<file path="config.mk">
export PLATFORM = sky130hd
export DESIGN_NAME = out_display_scanner
export DESIGN_NICKNAME = d
export VERILOG_FILES = /design/src/rtl/out_display_scanner.sv
export SDC_FILE = /design/constraint.sdc
export NUM_CORES = 1
export LEC_CHECK = 0
export ABC_CLOCK_PERIOD_IN_PS = 2200
export BUFFER_PORTS_ARGS = -buffer_cell sky130_fd_sc_hd__buf_2
export CORE_MARGIN = 2
export CORE_UTILIZATION = 40
export DETAILED_ROUTE_END_ITERATION = 7
export GPL_TIMING_DRIVEN = 0
export HOLD_SLACK_MARGIN = 0.1
export PLACE_DENSITY_LB_ADDON = 0.1
export REMOVE_ABC_BUFFERS = 1
export SYNTH_ARGS = -nofsm -noshare
export SYNTH_HDL_FRONTEND = slang
export SYNTH_SLANG_ARGS = --single-unit
</file>
<file path="constraint.sdc">
create_clock -name clk -period 2.2 [get_ports clk]
set_input_delay 0.11 -clock clk [delete_from_list [all_inputs] [get_ports clk]]
set_output_delay 0.11 -clock clk [all_outputs]
set_load 0.02 [all_outputs]
</file>
<file path="src/rtl/out_display_scanner.sv">
// Time-multiplexed 4-digit hex driver for the OUT_MSB/OUT_LSB register pair.
// A pending/shown double buffer confines value changes to frame boundaries.
module out_display_scanner #(
  parameter int REFRESH_DIV        = 50000,
  parameter int LEADING_ZERO_BLANK = 1,
  parameter int DP_SEPARATOR       = 1
) (
  input  logic       clk,
  input  logic       reset,
  input  logic       update_req,
  input  logic [7:0] msb_in,
  input  logic [7:0] lsb_in,
  input  logic       display_enable,
  output logic [3:0] an,
  output logic [6:0] seg,
  output logic       dp,
  output logic       frame_done
);

  localparam int CNT_W = (REFRESH_DIV > 2) ? $clog2(REFRESH_DIV) : 1;
  localparam logic [CNT_W-1:0] CNT_LAST = CNT_W'(REFRESH_DIV - 1);

  logic [CNT_W-1:0] cnt_q, cnt_d;
  logic [1:0]       digit_q, digit_d;
  logic [15:0]      pending_q, pending_d;
  logic             pending_valid_q, pending_valid_d;
  logic [15:0]      shown_q, shown_d;
  logic [3:0]       an_q, an_d;
  logic [6:0]       seg_q, seg_d;
  logic             dp_q, dp_d;
  logic             frame_done_q, frame_done_d;

  logic             slot_end;
  logic             boundary;
  logic             blank;
  logic [3:0]       nib;
  logic [3:0]       nibbles [4];
  logic [3:0]       upper_zero;

  function automatic logic [6:0] hex_to_seg(input logic [3:0] v);
    logic [6:0] s;
    case (v)
      4'h0: s = 7'h40;
      4'h1: s = 7'h79;
      4'h2: s = 7'h24;
      4'h3: s = 7'h30;
      4'h4: s = 7'h19;
      4'h5: s = 7'h12;
      4'h6: s = 7'h02;
      4'h7: s = 7'h78;
      4'h8: s = 7'h00;
      4'h9: s = 7'h10;
      4'hA: s = 7'h08;
      4'hB: s = 7'h03;
      4'hC: s = 7'h46;
      4'hD: s = 7'h21;
      4'hE: s = 7'h06;
      default: s = 7'h0E;
    endcase
    return s;
  endfunction

  // upper_zero[k]: nibbles k..3 of the shown value are all zero.
  generate
    for (genvar gi = 0; gi < 4; gi++) begin : g_nib
      assign nibbles[gi]    = shown_q[4*gi +: 4];
      assign upper_zero[gi] = (shown_q[15:4*gi] == '0);
    end
  endgenerate

  assign slot_end = (cnt_q == CNT_LAST);
  assign boundary = slot_end && (digit_q == 2'd0);
  assign nib      = nibbles[digit_q];
  assign blank    = (LEADING_ZERO_BLANK != 0) && (digit_q != 2'd0) && upper_zero[digit_q];

  always_comb begin
    cnt_d           = slot_end ? '0 : cnt_q + CNT_W'(1);
    digit_d         = slot_end ? digit_q - 2'd1 : digit_q;
    pending_d       = pending_q;
    pending_valid_d = pending_valid_q;
    shown_d         = shown_q;

    if (update_req) begin
      pending_d       = {msb_in, lsb_in};
      pending_valid_d = 1'b1;
    end

    // A strobe landing on the boundary edge bypasses the pending buffer.
    if (boundary) begin
      pending_valid_d = 1'b0;
      if (update_req)
        shown_d = {msb_in, lsb_in};
      else if (pending_valid_q)
        shown_d = pending_q;
    end

    an_d  = 4'b1111;
    seg_d = 7'h7F;
    dp_d  = 1'b1;
    if (display_enable && !blank) begin
      an_d  = ~(4'b0001 << digit_q);
      seg_d = hex_to_seg(nib);
      dp_d  = !((DP_SEPARATOR != 0) && (digit_q == 2'd2));
    end

    frame_done_d = boundary;
  end

  always_ff @(posedge clk) begin
    if (!reset) begin
      cnt_q           <= '0;
      digit_q         <= 2'd3;
      pending_q       <= '0;
      pending_valid_q <= 1'b0;
      shown_q         <= '0;
      an_q            <= 4'b1111;
      seg_q           <= 7'h7F;
      dp_q            <= 1'b1;
      frame_done_q    <= 1'b0;
    end else begin
      cnt_q           <= cnt_d;
      digit_q         <= digit_d;
      pending_q       <= pending_d;
      pending_valid_q <= pending_valid_d;
      shown_q         <= shown_d;
      an_q            <= an_d;
      seg_q           <= seg_d;
      dp_q            <= dp_d;
      frame_done_q    <= frame_done_d;
    end
  end

  assign an         = an_q;
  assign seg        = seg_q;
  assign dp         = dp_q;
  assign frame_done = frame_done_q;

endmodule

</file>
==> flow_metrics.py <==
metrics = {
    "floorplan": {
        "start_util_pct": 40.8,
        "rows": 31,
        "core_area_mm2": 0.00718,
        "die_area_mm2": 0.00802,
        "die_y_um": 89.6,
        "die_w_um": 89.6,
        "io_pins": 33,
    },
    "setup_path": {
        "cp-end-kind": "flip-flop",
        "reg2reg_from": "digit_q[0]$_SDFFE_PN1N_",
        "crit_slowest_cell": "mux4_2",
        "reg2reg_depth": 6,
        "start_kind": "flip-flop",
        "path_cells": "mux4_2 > ha_4 > o31ai_1 > a31oi_1 > o21ai_0 > nand2_1",
        "cp_slowest_stage_delay_ns": 0.63,
        "r2r_end": "seg[0]$_SDFF_PN1_",
        "cp_max_fo": 13,
        "path_buf_inv": 0,
        "critPathKind": "flip-flop to flip-flop",
        "cp.arrival_ns": 2.22,
        "critical_path_required_ns": 2.40,
        "critPathTopFamily": "multiplexers",
        "rrSetupSlack_ns": 0.18,
        "crit_start": "digit_q[0]$_SDFFE_PN1N_",
    },
    "timing": {
        "tightest_slew_ns": 0.679,
        "hold_violations": 0,
        "maxSlewViolCount": 0,
        "skew_ns": 0.00862,
        "fin_setup_tns_ns": 0,
        "finalCriticalPeriod_ns": 2.02,
        "holdWs_ns": 0.130,
        "timing.final.crit_share_pct": 91.7,
        "max_slew_margin_pct": 54.7,
        "max_freq_ghz": 0.496,
        "finalSetupViolations": 0,
        "rsz0062_at_grt": "false",
    },
    "clocking": {
        "cts.htree.levels": 3,
        "clock_sinks": 63,
        "cts_tree": "done",
        "clock_latency_ns": 0.34,
        "clk_path_buf_depth": 2,
        "cts.reportedPaths.clkPinSlew_ns": 0.07,
        "cts_root_buf": "clkbuf_8",
        "post_cts_buffers": 0,
        "numCtsBuffers": 9,
    },
    "synth": {
        "yosysMostFrequentCell": "dfxtp_1",
        "avgSynthCellArea_um2": 9.76,
        "synth_warnings": 0,
        "yosysTopAreaCell": "dfxtp_1",
        "ys_seq_area_share_pct": 43.1,
        "synth.top_cells.by_area": "dfxtp_1 (43%), mux2i_1 (5.8%), ha_1 (4.7%), nand2_1 (3.7%), and2_1 (3.6%)",
        "async_flop_share_pct": 0,
        "synth_flop_cell": "dfxtp_1",
        "ys_types": 46,
        "synth-edff-count": 0,
        "yosys-top-cells-count": "dfxtp_1 (63), nand2_1 (29), nor2_1 (19), and2_1 (17), mux2i_1 (17)",
        "syn_inst": 300,
        "synth-seq-cells": 63,
        "synth_top_area_share_pct": 43.1,
        "netlist_area_mm2": 0.00293,
    },
    "cells_and_area": {
        "drive_above_1_share_pct": 23.0,
        "antenna_cells": 0,
        "final_util_pct": 48.6,
        "syn2layout_area_growth_pct": 19.1,
        "fin_nets": 370,
        "fin_area_mm2": 0.00349,
    },
    "detailed_routing": {
        "wl_um": 5530,
        "routedWlPerCell_um": 12.5,
        "drtPass1Iterations": 4,
        "antenna_left": 0,
        "vias": 2108,
        "drc": 0,
        "drt_iter0_markers": 95,
        "via_per_inst": 4.76,
    },
    "pwr": {
        "max-vdd-ir-drop_v": 0.000343,
        "p_total_mw": 2.39,
        "cellLeakagePower_nw": 1.49,
        "power_density_mw_per_mm2": 686,
    },
    "min_path": {
        "whs_path_depth": 3,
        "hold_path_end": "pending_q[1]$_SDFFE_PN0P_",
        "min-delay-start": "lsb_in[1]",
        "hold_class": "input pin to flip-flop",
    },
    "placed_design": {
        "port_buffers": 32,
        "hpwl_um": 3690,
        "gp_congestion": 0.770,
        "dpl_cell_area_mm2": 0.00310,
    },
    "global_routing": {
        "grt_usage_pct": 15.3,
        "grt_pass1_wl_um": 9340,
        "overflow": 0,
        "grt_antenna_before_repair": 0,
        "grt_pass1_vias": 1955,
        "grt_max_degree": 40,
    },
    "outcome": {
        "outcome": "finished, final reports clean",
    },
    "job": {
        "cap_violations": 0,
    },
}
[metal layers]
metal | up-vias | share of wire (%) | global-route usage (%)
li1 | 1114 | - | -
met4 | 0 | 0.94 | 4.88
met2 | 36 | 43 | 22.4
met5 | - | 0 | 0
met1 | 952 | 52 | 20.9
met3 | 6 | 3.8 | 5.76
[cells by family (layout without fill, tap and decap cells)]
logic type / after synthesis / after routing / synth area share [%]
buf+inv: 22 / 66 / 4.44
mux: 28 / 28 / 11.6
fa+ha+maj: 11 / 11 / 4.70
flops: 63 / 63 / 43.1
simple gates: 119 / 119 / 22.1
xor+xnor: 13 / 13 / 3.89
compound gates: 44 / 44 / 10.2
[area by class of cell]
type | count | area (um2)
Tap cell | 99 | 124
Clock buffer | 11 | 141
Timing Repair Buffer | 45 | 290
Fill cell | 695 | 3690
Sequential cell | 63 | 1270
Inverter | 5 | 18.8
Multi-Input combinational cell | 215 | 1570
Clock inverter | 5 | 81.3
[worst max path at each step]
| stage | end | slack, ns | depth (start not counted) |
|---|---|---|---|
| after floorplan | seg[0]$_SDFF_PN1_ | 0.09 | 6 |
| after global placement | shown_q[5]$_SDFFE_PN0P_ | -0.43 | 6 |
| after detailed placement | shown_q[4]$_SDFFE_PN0P_ | -0.52 | 6 |
| after CTS | seg[0]$_SDFF_PN1_ | 0.04 | 6 |
| after global routing | seg[0]$_SDFF_PN1_ | 0.02 | 6 |
| final | seg[0]$_SDFF_PN1_ | 0.18 | 6 |
[where the power goes]
group | leakage (nW) | switching [mW] | internal, mW
Combinational | 0.869 | 0.0454 | 0.0562
Clock | 0.110 | 0.452 | 0.669
Sequential | 0.511 | 0.00757 | 1.16
Total | 1.49 | 0.505 | 1.89
[worst register-to-register path: stages, from the launching register on]
cell and delay (ns):
dfxtp_4 0.46, mux4_2 0.63, ha_4 0.23, o31ai_1 0.24, a31oi_1 0.07, o21ai_0 0.17, nand2_1 0.07
[per-stage QoR]
step / setup WS (ns) / std cells
finish: 0.183 / 443
global route: 0.0161 / 443
CTS: 0.0448 / 443
detailed placement: -0.519 / 414
global placement: -0.430 / 414
floorplan: 0.0856 / 283
[cell usage in the layout, fill, tap and decap left out, drive strengths merged, types with 13 or more instances in the layout]
cell type,count
dfxtp,63
mux2i,19
and2,17
dlygate4sd3,13
nor3,15
nor2b,13
buf,32
nand2,29
a21o,13
nor2,20
[flip-flops by register name, summed over array words and instances, names as in the netlist]
name and count:
frame_done 1, pending_valid_q 1, an 4, cnt_q 16, digit_q 2, shown_q 16, seg 7, pending_q 16
[what timing repair did]
item                       in CTS  in global routing
resized for setup               4                  5
hold endpoints to repair       13                  0
hold buffers                   13                  0
setup endpoints to repair      22                 34
pin swaps                       0                  0
(Power assumes the default switching activity.)
